$ cat src/rtl/mux41x16_arbiter_if.sv
// Requester/downstream bundle for the four-way round-robin mux arbiter.
// The master side is the requester/sink environment and the slave side is the arbiter.
interface mux41x16_arbiter_if;
    logic [3:0]  req;
    logic [15:0] arg0;
    logic [15:0] arg1;
    logic [15:0] arg2;
    logic [15:0] arg3;
    logic        dout_ready;
    logic [3:0]  gnt;
    logic [1:0]  cntrl;
    logic [15:0] dout;
    logic        dout_valid;
    logic [3:0]  ack;

    modport master (
        output req, arg0, arg1, arg2, arg3, dout_ready,
        input  gnt, cntrl, dout, dout_valid, ack
    );

    modport slave (
        input  req, arg0, arg1, arg2, arg3, dout_ready,
        output gnt, cntrl, dout, dout_valid, ack
    );
endinterface

$ cat src/rtl/mux41x16_arbiter.sv
// Round-robin burst arbiter that owns the select of a shared 4:1 x16 mux.
// The grant is held for up to MAX_BEATS accepted words, and then it rotates.
module mux41x16 (
    input  logic [15:0] arg0,
    input  logic [15:0] arg1,
    input  logic [15:0] arg2,
    input  logic [15:0] arg3,
    input  logic [1:0]  cntrl,
    output logic [15:0] dout
);
    always_comb begin
        case (cntrl)
            2'd0:    dout = arg0;
            2'd1:    dout = arg1;
            2'd2:    dout = arg2;
            default: dout = arg3;
        endcase
    end
endmodule

module mux41x16_arbiter #(
    parameter int MAX_BEATS = 4,
    parameter int CNT_W     = (MAX_BEATS > 1) ? $clog2(MAX_BEATS) : 1
) (
    input  logic              clk,
    input  logic              reset,
    mux41x16_arbiter_if.slave bus
);
    typedef enum logic {IDLE, GRANT} state_t;

    localparam logic [CNT_W-1:0] LAST_BEAT = CNT_W'(MAX_BEATS - 1);

    state_t           state_q, state_d;
    logic [3:0]       gnt_q, gnt_d;
    logic [1:0]       cntrl_q, cntrl_d;
    logic [CNT_W-1:0] beat_q, beat_d;
    logic [1:0]       last_q, last_d;

    logic       dout_valid, xfer, rel_a, rel_b, rel;
    logic [1:0] base, idx, win;
    logic [3:0] cand;
    logic       found;

    assign dout_valid = (state_q == GRANT) & bus.req[cntrl_q];
    assign xfer       = dout_valid & bus.dout_ready;
    assign rel_a      = (state_q == GRANT) & ~bus.req[cntrl_q];
    assign rel_b      = xfer & (beat_q == LAST_BEAT);
    assign rel        = rel_a | rel_b;

    // The scan starts just past the previous owner. A burst-end owner comes up last, at +4.
    always_comb begin
        base  = (state_q == IDLE) ? last_q : cntrl_q;
        cand  = rel_a ? (bus.req & ~gnt_q) : bus.req;
        found = 1'b0;
        win   = '0;
        idx   = '0;
        for (int k = 1; k <= 4; k++) begin
            idx = base + 2'(k);
            if (!found && cand[idx]) begin
                found = 1'b1;
                win   = idx;
            end
        end
    end

    always_comb begin
        state_d = state_q;
        cntrl_d = cntrl_q;
        beat_d  = beat_q;
        last_d  = last_q;
        case (state_q)
            IDLE: begin
                beat_d = '0;
                if (found) begin
                    state_d = GRANT;
                    cntrl_d = win;
                end
            end
            GRANT: begin
                if (rel) begin
                    last_d = cntrl_q;
                    beat_d = '0;
                    if (found) begin
                        cntrl_d = win;
                    end else begin
                        state_d = IDLE;
                        cntrl_d = '0;
                    end
                end else if (xfer) begin
                    beat_d = beat_q + 1'b1;
                end
            end
            default: begin
                state_d = IDLE;
                cntrl_d = '0;
                beat_d  = '0;
            end
        endcase
        gnt_d = (state_d == GRANT) ? (4'b0001 << cntrl_d) : 4'b0000;
    end

    always_ff @(posedge clk) begin
        if (reset) begin
            state_q <= IDLE;
            gnt_q   <= 4'b0000;
            cntrl_q <= 2'd0;
            beat_q  <= '0;
            last_q  <= 2'd3;
        end else begin
            state_q <= state_d;
            gnt_q   <= gnt_d;
            cntrl_q <= cntrl_d;
            beat_q  <= beat_d;
            last_q  <= last_d;
        end
    end

    assign bus.gnt        = gnt_q;
    assign bus.cntrl      = cntrl_q;
    assign bus.dout_valid = dout_valid;
    assign bus.ack        = gnt_q & {4{xfer}};

    mux41x16 u_mux (
        .arg0  (bus.arg0),
        .arg1  (bus.arg1),
        .arg2  (bus.arg2),
        .arg3  (bus.arg3),
        .cntrl (cntrl_q),
        .dout  (bus.dout)
    );
endmodule

$ cat src/flat_wrapper.sv
// flat-port wrapper written by rule: the top's interface ports become plain ports
module mux41x16_arbiter_flat 
#(
    parameter int MAX_BEATS = 4,
    parameter int CNT_W     = (MAX_BEATS > 1) ? $clog2(MAX_BEATS) : 1
)
  (clk, reset, bus_req, bus_arg0, bus_arg1, bus_arg2, bus_arg3, bus_dout_ready, bus_gnt, bus_cntrl, bus_dout, bus_dout_valid, bus_ack);
  mux41x16_arbiter_if bus_i ();
  input  logic clk;
  input  logic reset;
  input wire logic [$bits(bus_i.req)-1:0] bus_req;
  input wire logic [$bits(bus_i.arg0)-1:0] bus_arg0;
  input wire logic [$bits(bus_i.arg1)-1:0] bus_arg1;
  input wire logic [$bits(bus_i.arg2)-1:0] bus_arg2;
  input wire logic [$bits(bus_i.arg3)-1:0] bus_arg3;
  input wire logic [$bits(bus_i.dout_ready)-1:0] bus_dout_ready;
  output wire logic [$bits(bus_i.gnt)-1:0] bus_gnt;
  output wire logic [$bits(bus_i.cntrl)-1:0] bus_cntrl;
  output wire logic [$bits(bus_i.dout)-1:0] bus_dout;
  output wire logic [$bits(bus_i.dout_valid)-1:0] bus_dout_valid;
  output wire logic [$bits(bus_i.ack)-1:0] bus_ack;
  assign bus_i.req = bus_req;
  assign bus_i.arg0 = bus_arg0;
  assign bus_i.arg1 = bus_arg1;
  assign bus_i.arg2 = bus_arg2;
  assign bus_i.arg3 = bus_arg3;
  assign bus_i.dout_ready = bus_dout_ready;
  assign bus_gnt = bus_i.gnt;
  assign bus_cntrl = bus_i.cntrl;
  assign bus_dout = bus_i.dout;
  assign bus_dout_valid = bus_i.dout_valid;
  assign bus_ack = bus_i.ack;
  mux41x16_arbiter #(.MAX_BEATS(MAX_BEATS), .CNT_W(CNT_W)) u_core (.clk(clk), .reset(reset), .bus(bus_i));
endmodule
$ cat config.mk
export PLATFORM = sky130hd
export DESIGN_NAME = mux41x16_arbiter_flat
export DESIGN_NICKNAME = d
export VERILOG_FILES = /design/src/rtl/mux41x16_arbiter_if.sv /design/src/rtl/mux41x16_arbiter.sv /design/src/flat_wrapper.sv
export SDC_FILE = /design/constraint.sdc
export NUM_CORES = 1
export LEC_CHECK = 0
export ABC_CLOCK_PERIOD_IN_PS = 2200
export BUFFER_PORTS_ARGS = -buffer_cell sky130_fd_sc_hd__buf_2
export CAP_MARGIN = 40
export CORE_ASPECT_RATIO = 0.9
export CORE_MARGIN = 4
export CORE_UTILIZATION = 37
export CTS_BUF_LIST = sky130_fd_sc_hd__clkbuf_8
export DETAILED_ROUTE_END_ITERATION = 7
export HOLD_SLACK_MARGIN = 0.12
export PLACE_DENSITY = 0.79
export REMOVE_ABC_BUFFERS = 1
export SLEW_MARGIN = 5
export SYNTH_ARGS = -nofsm -noshare
export SYNTH_HDL_FRONTEND = slang
export SYNTH_SLANG_ARGS = --single-unit
$ cat constraint.sdc
create_clock -name clk -period 2.2 [get_ports clk]
set_clock_uncertainty 0.1 [all_clocks]
set_input_delay 0.33 -clock clk [delete_from_list [all_inputs] [get_ports clk]]
set_output_delay 0.33 -clock clk [all_outputs]
set_load 0.1 [all_outputs]
# Yosys cells after proc, flatten, opt, wreduce, memory -nomap -nowiden
# Cells that the tools add are included.
[word_totals] regBits=11 in_bits=71 out_inout_bits=27 word_cells=70
[classes] n_addsub=4 magnitude_cmp=5 eq_ne=4 n_shift=1 muxes=31 bitwise=11 reduce_logical=9
[op_table] cell="16-bit one-hot mux with 3 select lines" n=1
[op_table] cell="2-bit two-way mux" n=10
[op_table] cell="2-bit by 3-bit less-than comparator with 1-bit output (second input constant)" n=5
[op_table] cell="1-bit two-way mux" n=11
[op_table] cell="1-bit binary-select mux with 2-bit select" n=5
[op_table] cell="4-bit bitwise AND" n=2
[op_table] cell="2-bit one-hot mux with 2 select lines" n=2
[op_table] cell="2-bit by 1-bit adder with 2-bit output (second input constant)" n=2
[op_table] cell="2-bit adder (second input constant)" n=2
[op_table] cell="1-bit bitwise AND" n=4
[op_table] cell="2-bit == test (second input constant)" n=2
[op_table] cell="4-bit two-way mux" n=1
[op_table] cell="4-bit NOT" n=1
[op_table] cell="1-bit by 2-bit left shift with 4-bit output (first input constant)" n=1
[op_table] cell="1-bit logical AND" n=3
[op_table] cell="1-bit logical NOT" n=3
[op_table] cell="3-bit != test (second input constant)" n=1
[op_table] cell="1-bit NOT" n=3
[op_table] cell="2-bit by 1-bit == test with 1-bit output (second input constant)" n=1
[op_table] cell="2-bit logical NOT" n=1
[op_table] cell="1-bit one-hot mux with 2 select lines" n=1
[op_table] cell="2-bit AND reduction" n=1
[op_table] cell="2-bit OR reduction" n=1
[op_table] cell="1-bit OR" n=1

# Depth between registers and ports, before layout
# Gate-level depths: netlist of run 1.
[depth] ltp_word=22 ltp_mapped=8 depth_no_buf=8

# Hierarchy
# Synthesis of run 1 repeated with hierarchy kept, for this count alone.
[unflattened] cells_unflattened=122 hier_area_um2=1291.2
[modules_own_cells] mod="mux41x16_arbiter" n_inst=1 cells_each=102 area_per_inst_um2=867.1 seq_area_each_um2=220.2
[modules_own_cells] mod="mux41x16" n_inst=1 cells_each=20 area_per_inst_um2=424.2 seq_area_each_um2=0.0

# Worst setup path after synthesis of run 1
# Ideal clock, no wire load.
[synth_path] kind="flip-flop to output port" startpoint="register u_core.cntrl_q[1] (netlist: u_core.bus.cntrl[1])" endpoint="output port bus_ack[1]" arrival_time_ps=3537 required_ps=1770 slack_ps=-1767 path_stages_with_launch=5 n_path_buf=1 cell_sequence="dfxtp_1 buf_6 mux4_2 nand2_1 nor3_1"
[synth_between] elab_chain_cells=5
[synth_lines] item="start, declared" line_no="mux41x16_arbiter.sv:35" text="logic [1:0] cntrl_q, cntrl_d;"
[synth_lines] item="start signal, assigned" line_no="mux41x16_arbiter.sv:112" text="cntrl_q <= cntrl_d;"
[synth_lines] item="1-bit binary-select mux with 2-bit select" line_no="mux41x16_arbiter.sv:44" text="assign dout_valid = (state_q == GRANT) & bus.req[cntrl_q];"
[synth_lines] item="1-bit two-way mux (implied by the code)" line_no="mux41x16_arbiter.sv:44"
[synth_lines] item="1-bit bitwise AND" line_no="mux41x16_arbiter.sv:44"
[synth_lines] item="1-bit bitwise AND" line_no="mux41x16_arbiter.sv:45" text="assign xfer = dout_valid & bus.dout_ready;"
[synth_lines] item="4-bit bitwise AND" line_no="mux41x16_arbiter.sv:121" text="assign bus.ack = gnt_q & {4{xfer}};"
[synth_lines] item="end, declared" line_no="flat_wrapper.sv:21" text="output wire logic [$bits(bus_i.ack)-1:0] bus_ack;"
# Every way passes these cells. The select of a mux whose other input is x is not followed.

# Worst setup path after layout of run 1
[layout_path] startpoint="register u_core.state_q" endpoint="register u_core.gnt_q[2] (netlist: u_core.bus.gnt[2])"
[layout_between] elab_chain_cells=19 elab_cells_between_ends=43 cone_classes="add/sub (3); shift (1); mux (25); bitwise (7); reduce/logical (7)"
[layout_lines] item="start, declared" line_no="mux41x16_arbiter.sv:33" text="state_t state_q, state_d;"
[layout_lines] item="start signal, assigned" line_no="mux41x16_arbiter.sv:110" text="state_q <= state_d;"
[layout_lines] item="2-bit two-way mux or 1-bit bitwise AND (tied branches)" line_no="mux41x16_arbiter.sv:52, mux41x16_arbiter.sv:46"
[layout_lines] item="2-bit by 1-bit adder with 2-bit output or 4-bit two-way mux (tied branches)" line_no="mux41x16_arbiter.sv:58, mux41x16_arbiter.sv:53"
[layout_lines] item="1-bit binary-select mux with 2-bit select" line_no="mux41x16_arbiter.sv:59" text="if (!found && cand[idx]) begin"
[layout_lines] item="1-bit two-way mux (implied by the code)" line_no="mux41x16_arbiter.sv:59"
[layout_lines] item="1-bit two-way mux" line_no="mux41x16_arbiter.sv:59"
[layout_lines] item="1-bit logical NOT" line_no="mux41x16_arbiter.sv:59"
[layout_lines] item="1-bit logical AND" line_no="mux41x16_arbiter.sv:59"
[layout_lines] item="1-bit two-way mux" line_no="mux41x16_arbiter.sv:59"
[layout_lines] item="(+3 left out)"
[layout_lines] item="1-bit logical NOT" line_no="mux41x16_arbiter.sv:59"
[layout_lines] item="1-bit logical AND" line_no="mux41x16_arbiter.sv:59"
[layout_lines] item="1-bit two-way mux" line_no="mux41x16_arbiter.sv:59"
[layout_lines] item="1-bit two-way mux" line_no="mux41x16_arbiter.sv:74, mux41x16_arbiter.sv:83"
[layout_lines] item="1-bit two-way mux" line_no="mux41x16_arbiter.sv:80" text="if (rel) begin"
[layout_lines] item="1-bit one-hot mux with 2 select lines" line_no="mux41x16_arbiter.sv:71" text="case (state_q)"
[layout_lines] item="1-bit NOT (no source line)"
[layout_lines] item="2-bit OR reduction (no source line)"
[layout_lines] item="end signal, assigned" line_no="mux41x16_arbiter.sv:111" text="gnt_q <= gnt_d;"
[layout_lines] item="end, declared" line_no="mux41x16_arbiter.sv:34" text="logic [3:0] gnt_q, gnt_d;"
# Parallel ways exist; a longest one is shown, timed or not. The select of a mux whose other input is x is not followed.
# A chain may end at the register's enable or synchronous reset.

==> results.json, run 1 <==
{
  "grt_max_degree": 20,
  "synthTopCellsByArea": "mux4_2 (30%), dfxtp_1 (18%), nand2_1 (3.3%), nand3_1 (2.4%), mux2_4 (2.4%)",
  "hold_ws_ps": 249,
  "start_kind": "flip-flop",
  "grt_use_met1_pct": 25.6,
  "ys.flop_type": "dfxtp_1",
  "die_h_um": 63.3,
  "overflow": 0,
  "num-fill-cells": 240,
  "yosysTopAreaCell": "mux4_2",
  "rsz0062_at_grt": "yes",
  "max_freq_ghz": 0.459,
  "dieWidth_um": 69.4,
  "netlist_instances": 122,
  "grt-busiest-layer": "met2",
  "cts.root.buffer_cell": "clkbuf_8",
  "cp-end-kind": "flip-flop",
  "via_count": 1551,
  "period_share_pct": 99.0,
  "tightest_slew_ps": 508,
  "grt_pass1_wl_um": 7630,
  "cts_buffers": 3,
  "slowest_stage": "dfxtp_4",
  "antenna_cells": 0,
  "clk_pin_slew_worst_paths_ps": 50,
  "ys_seq_area_share_pct": 17.5,
  "grt_pass1_vias": 1554,
  "cts_buffer_depth": 2,
  "final.min_clock_period_ps": 2180,
  "placed_area_mm2": 0.00199,
  "synth-edff-count": 0,
  "syn_avg_cell_area_um2": 10.3,
  "crit_required_ps": 2290,
  "syn-cell-area_mm2": 0.00126,
  "clk_latency_ps": 250,
  "die_area_mm2": 0.00439,
  "grt.met2_usage_pct": 36.0,
  "globalplace.congestion": 1.03,
  "cp.arrival_ps": 2270,
  "post-synth-top-count-cell": "mux4_2",
  "ir_worst_vdd_mv": 0.499,
  "p_leak_nw": 1.00,
  "crit_type": "reg -> reg",
  "start_util_pct": 39.7,
  "coreArea_mm2": 0.00316,
  "first_iter_violations": 71,
  "ant_nets": 0,
  "hp-class": "in -> reg",
  "num_rows": 19,
  "io_buffers": 97,
  "wl_per_cell_um": 17.6,
  "crit_fanout": 6,
  "final_area_mm2": 0.00217,
  "wl_um": 4920,
  "dp_hpwl_um": 3860,
  "finalSetupViolCount": 0,
  "async_reset_ff_share_pct": 0,
  "synth_top_area_share_pct": 30.5,
  "powerDensity_mw_per_mm2": 736,
  "maxCapViolations": 0,
  "slowest_delay_ps": 360,
  "outcome": "finished, final reports clean",
  "ys_ff_latch": 11,
  "htreeDepth": 1,
  "drive_above_1_share_pct": 68.4,
  "synth_common_cells": "mux4_2 (17), dfxtp_1 (11), nand2_1 (11)",
  "syn_to_final_growth_pct": 72.4,
  "finalPower_mw": 1.59,
  "critPathTopFamily": "compound AO/OA/AOI/OAI gates",
  "synth_warnings": 0,
  "ioPinCount": 98,
  "finalHoldViolations": 0,
  "antenna_found_initial": 0,
  "grt_use_total_pct": 21.8,
  "vias_per_cell": 5.56,
  "cp_num_buf_inv": 1,
  "maxSlewViolCount": 0,
  "cts_sinks": 11,
  "met3_usage_pct": 6.68,
  "maxSlewHeadroom_pct": 66.4,
  "first_pass_iters": 4,
  "cp_cell_sequence": "buf_6 > and2b_4 > a2bb2o_4 > a21o_1 > a211o_1 > a211oi_2 > o211a_4 > and3b_1",
  "cts_tree": "yes",
  "nNetsFinal": 310,
  "drc": 0,
  "yosysUniqueCellTypes": 47
}
## worst reg2reg max path, cell delays in order, from the launching register on
cell	delay, ps
dfxtp_4	360
buf_6	130
and2b_4	170
a2bb2o_4	200
a21o_1	190
a211o_1	350
a211oi_2	250
o211a_4	200
and3b_1	160
## power breakdown
group / leakage (nW) / switching, mW / internal (mW)
logic: 0.883 / 0.768 / 0.367
clock network: 0.0269 / 0.0849 / 0.123
registers: 0.0922 / 0.0300 / 0.221
## final timing paths
kind                    start             endpoint  slack [ps]  cells after the start
max            u_core.state_q    u_core.bus.gnt[2]          20                      8
min                     reset  u_core.bus.cntrl[1]         250                      2
max reg2reg    u_core.state_q    u_core.bus.gnt[2]          20                      8
min reg2reg  u_core.beat_q[1]     u_core.beat_q[1]         440                      2
## flip-flops by register name (all words and copies together), names as in the netlist
signal            count
u_core.state_q        1
u_core.last_q         2
u_core.bus.cntrl      2
u_core.beat_q         2
u_core.bus.gnt        4
## metrics by stage
| step | setup WS (ps) | std cells | utilization, % | setup TNS (ps) |
|---|---|---|---|---|
| global route | -65.5 | 279 | 68.5 | -169 |
| finish | 21.2 | 279 | 68.5 | 0 |
| detailed placement | -44.3 | 270 | 62.9 | -68.8 |
| CTS | 2.12 | 274 | 65.5 | 0 |
| global placement | -1.85 | 270 | 62.9 | -1.85 |
| floorplan | -2580 | 114 | - | -34200 |
## kinds of logic (layout without fill, tap and decap cells)
kind of cell | count (synthesis) | after routing | share of synthesized area, %
multiplexers | 22 | 22 | 35.7
buffers and inverters | 15 | 130 | 6.27
adder cells (fa/ha/maj) | 1 | 1 | 0.996
AND/OR/NAND/NOR | 42 | 42 | 19.1
AO/OA/AOI/OAI | 31 | 31 | 20.4
flip-flops | 11 | 11 | 17.5
## routing by layer
layer  vias to the layer above  share of wire [%]
met5                         -                  0
met4                         0                3.3
met3                        16                 11
met2                        94                 50
met1                       720                 36
li1                        721                  -
## what timing repair did
action	CTS	global route
gates cloned	0	0
gates resized for setup	13	13
hold buffers	0	0
pin swaps	3	10
setup endpoints to repair	19	21
buffers inserted	0	5
## layout make-up
| class | instances | area (um2) | share of cell area (%) |
|---|---|---|---|
| Multi-Input combinational cell | 96 | 1010 | 46.7 |
| Clock inverter | 1 | 3.75 | 0.173 |
| Timing Repair Buffer | 119 | 797 | 36.8 |
| Sequential cell | 11 | 231 | 10.7 |
| Tap cell | 42 | 52.6 | 2.43 |
| Clock buffer | 3 | 41.3 | 1.91 |
| Inverter | 7 | 28.8 | 1.33 |
## layout by cell type (no fill, tap or decap), types with 2 or more instances in the layout
master,instances
nand2_1,10
and3_4,3
o21ai_0,5
buf_2,86
clkbuf_8,3
nor2_1,7
nor3_1,4
buf_6,3
buf_12,8
nand3_1,6
dfxtp_1,8
inv_1,7
mux4_2,17
buf_4,21
o21a_1,2
a21o_1,2
dfxtp_4,3
a21oi_1,5
mux2_4,2
nand2b_1,2
Power figures use the tool's default switching activity.
==> inputs of run 2 (changes only) <==
--- a/config.mk
+++ b/config.mk
@@ -9,3 +9,3 @@
 export BUFFER_PORTS_ARGS = -buffer_cell sky130_fd_sc_hd__buf_2
-export CAP_MARGIN = 40
+export CAP_MARGIN = 5
 export CORE_ASPECT_RATIO = 0.9
==> constraint.sdc (replaced) <==
create_clock -name clk -period 2.2 [get_ports clk]
set_clock_uncertainty 0.1 [all_clocks]
set_input_delay 0.44 -clock clk [delete_from_list [all_inputs] [get_ports clk]]
set_output_delay 0.44 -clock clk [all_outputs]
set_load 0.1 [all_outputs]
==> results.json, run 2 (synthesized netlist as in run 1, its figures left out) <==
{
  "finalPower_mw": 1.64,
  "first_iter_violations": 86,
  "cp-end-kind": "output pin",
  "regToRegEndpoint": "u_core.bus.gnt[0]",
  "final_common_cell": "buf_2",
  "cp_num_buf_inv": 2,
  "rr_startpoint": "u_core.bus.cntrl[0]",
  "slowest_stage": "mux4_2",
  "slowest_delay_ps": 540,
  "powerDensity_mw_per_mm2": 723,
  "finalHoldViolations": 0,
  "dp_hpwl_um": 4030,
  "finalSetupViolCount": 3,
  "outcome": "finished, violations left",
  "min_from": "reset",
  "num_rows": 19,
  "r2r_slack_ps": 10,
  "place_inst": 277,
  "net-switching-power_uw": 889,
  "layout.cells.non_filler": 288,
  "rsz0062_at_grt": "yes",
  "period_share_pct": 101,
  "ioPinCount": 98,
  "whs_path_depth": 2,
  "power_frac_seq_pct": 15.3,
  "cts_buffer_depth": 2,
  "nNetsFinal": 319,
  "max_freq_ghz": 0.448,
  "grt_use_total_pct": 22.7,
  "maxSlewHeadroom_pct": 66.7,
  "cts.root.buffer_cell": "clkbuf_8",
  "hold_end": "u_core.bus.cntrl[1]",
  "syn_to_final_growth_pct": 80.9,
  "p_int_uw": 754,
  "critPathTopFamily": "multiplexers",
  "die_h_um": 63.3,
  "cp.arrival_ps": 1690,
  "die_area_mm2": 0.00439,
  "start_util_pct": 39.7,
  "drive_above_1_share_pct": 70.3,
  "cts_tree": "yes",
  "hp-class": "in -> reg",
  "vias_per_cell": 5.49,
  "p_sw_share_pct": 54.1,
  "holdBufCountCts": 0,
  "start_kind": "flip-flop",
  "clk_pin_slew_worst_paths_ps": 50,
  "ir_worst_vdd_mv": 0.611,
  "violations": "setup timing",
  "htreeDepth": 1,
  "pwr-share-comb_pct": 72.5,
  "setup_ws_ps": -31.3,
  "drc": 0,
  "layout_common_cells": "buf_2 (76), buf_4 (40), mux4_2 (17)",
  "cts_sinks": 11,
  "largest_register_ffs": 4,
  "crit_required_ps": 1660,
  "pwr-share-clk_pct": 12.2,
  "first_pass_iters": 4,
  "r2r_cells": 7,
  "crit_type": "reg -> out",
  "wl_per_cell_um": 18.3,
  "globalplace.congestion": 0.921,
  "io_buffers": 97,
  "cts_buffers": 3,
  "clk_latency_ps": 240,
  "antenna_cells": 0,
  "dieWidth_um": 69.4,
  "wl_um": 5260,
  "maxCapViolations": 0,
  "tightest_slew_ps": 504,
  "grt_pass1_wl_um": 7930,
  "grt_pass1_vias": 1536,
  "maxSlewViolCount": 0,
  "p_leak_nw": 1.05,
  "via_count": 1581,
  "ant_nets": 0,
  "final_util_pct": 71.9,
  "cp_cell_sequence": "mux4_2 > nand2_2 > inv_2 > and3_4 > buf_12",
  "grt_max_degree": 20,
  "coreArea_mm2": 0.00316,
  "crit_fanout": 4,
  "overflow": 0,
  "final.min_clock_period_ps": 2230,
  "antenna_found_initial": 0,
  "num-fill-cells": 212
}
run 2: cell count changes in the layout (fill, tap and decap cells not counted), sizes merged:
cell,before,now
buf,119,128
run 2: area by class of cell:
type / count / area, um2 / area share, %
well taps: 42 / 52.6 / 2.31
multi-input cells: 96 / 1010 / 44.6
clock buffers: 3 / 41.3 / 1.82
clock inverters: 1 / 3.75 / 0.165
inverters: 7 / 26.3 / 1.16
flip-flops and latches: 11 / 231 / 10.2
repair buffers: 128 / 903 / 39.8
run 2: timing repair:
item	4_1_cts	5_1_grt
setup endpoints to repair	26	24
endpoints found under the hold margin	0	0
setup buffers	2	6
gates resized for setup	28	9
cloned	0	0
pin swaps	5	10
run 2: layer usage:
layer,track usage [%],vias to the layer above,part of all wire [%]
met5,0,-,0
met4,6.34,0,1.3
met3,7.95,9,9.3
met2,40.5,90,51
met1,25.7,742,38
li1,-,740,-
run 2: power by group through the flow:
stage	clock (mW)	sequential (mW)	combinational, mW
6_report	0.200	0.252	1.19
5_1_grt	0.215	0.254	1.24
4_1_cts	0.204	0.249	1.16
3_5_place_dp	0	0.255	1.10
3_3_place_gp	0	0.254	1.09
2_1_floorplan	0	0.377	0.683
run 2: stage by stage:
step / hold WS [ps] / setup WS (ps) / setup TNS [ps] / cell area, um2
final: 382 / -31.3 / -86.6 / 2270
after global routing: 395 / -160 / -793 / 2270
after CTS: 369 / -32.9 / -105 / 2210
after detailed placement: 413 / -89.5 / -1100 / 2050
after global placement: 406 / -68.0 / -660 / 2050
after floorplan: 393 / -2690 / -36530 / 1200
run 2: worst reg2reg max path: cells and delay by family, from the launching register on:
kind	cells	cell delay, ps
AOI/OAI and AO/OA	4	1040
DFF	1	400
and+or+nand+nor	2	240
muxes	1	360
run 2: worst max-delay path by stage:
stage                             end           startpoint  cells past startpoint
floorplan                  bus_ack[1]  u_core.bus.cntrl[0]                      3
global placement    u_core.bus.gnt[3]  u_core.bus.cntrl[1]                      7
detailed placement  u_core.bus.gnt[2]  u_core.bus.cntrl[1]                      7
CTS                        bus_ack[2]  u_core.bus.cntrl[1]                      5
global route        u_core.bus.gnt[2]  u_core.bus.cntrl[1]                      9
finish                     bus_ack[2]  u_core.bus.cntrl[1]                      5
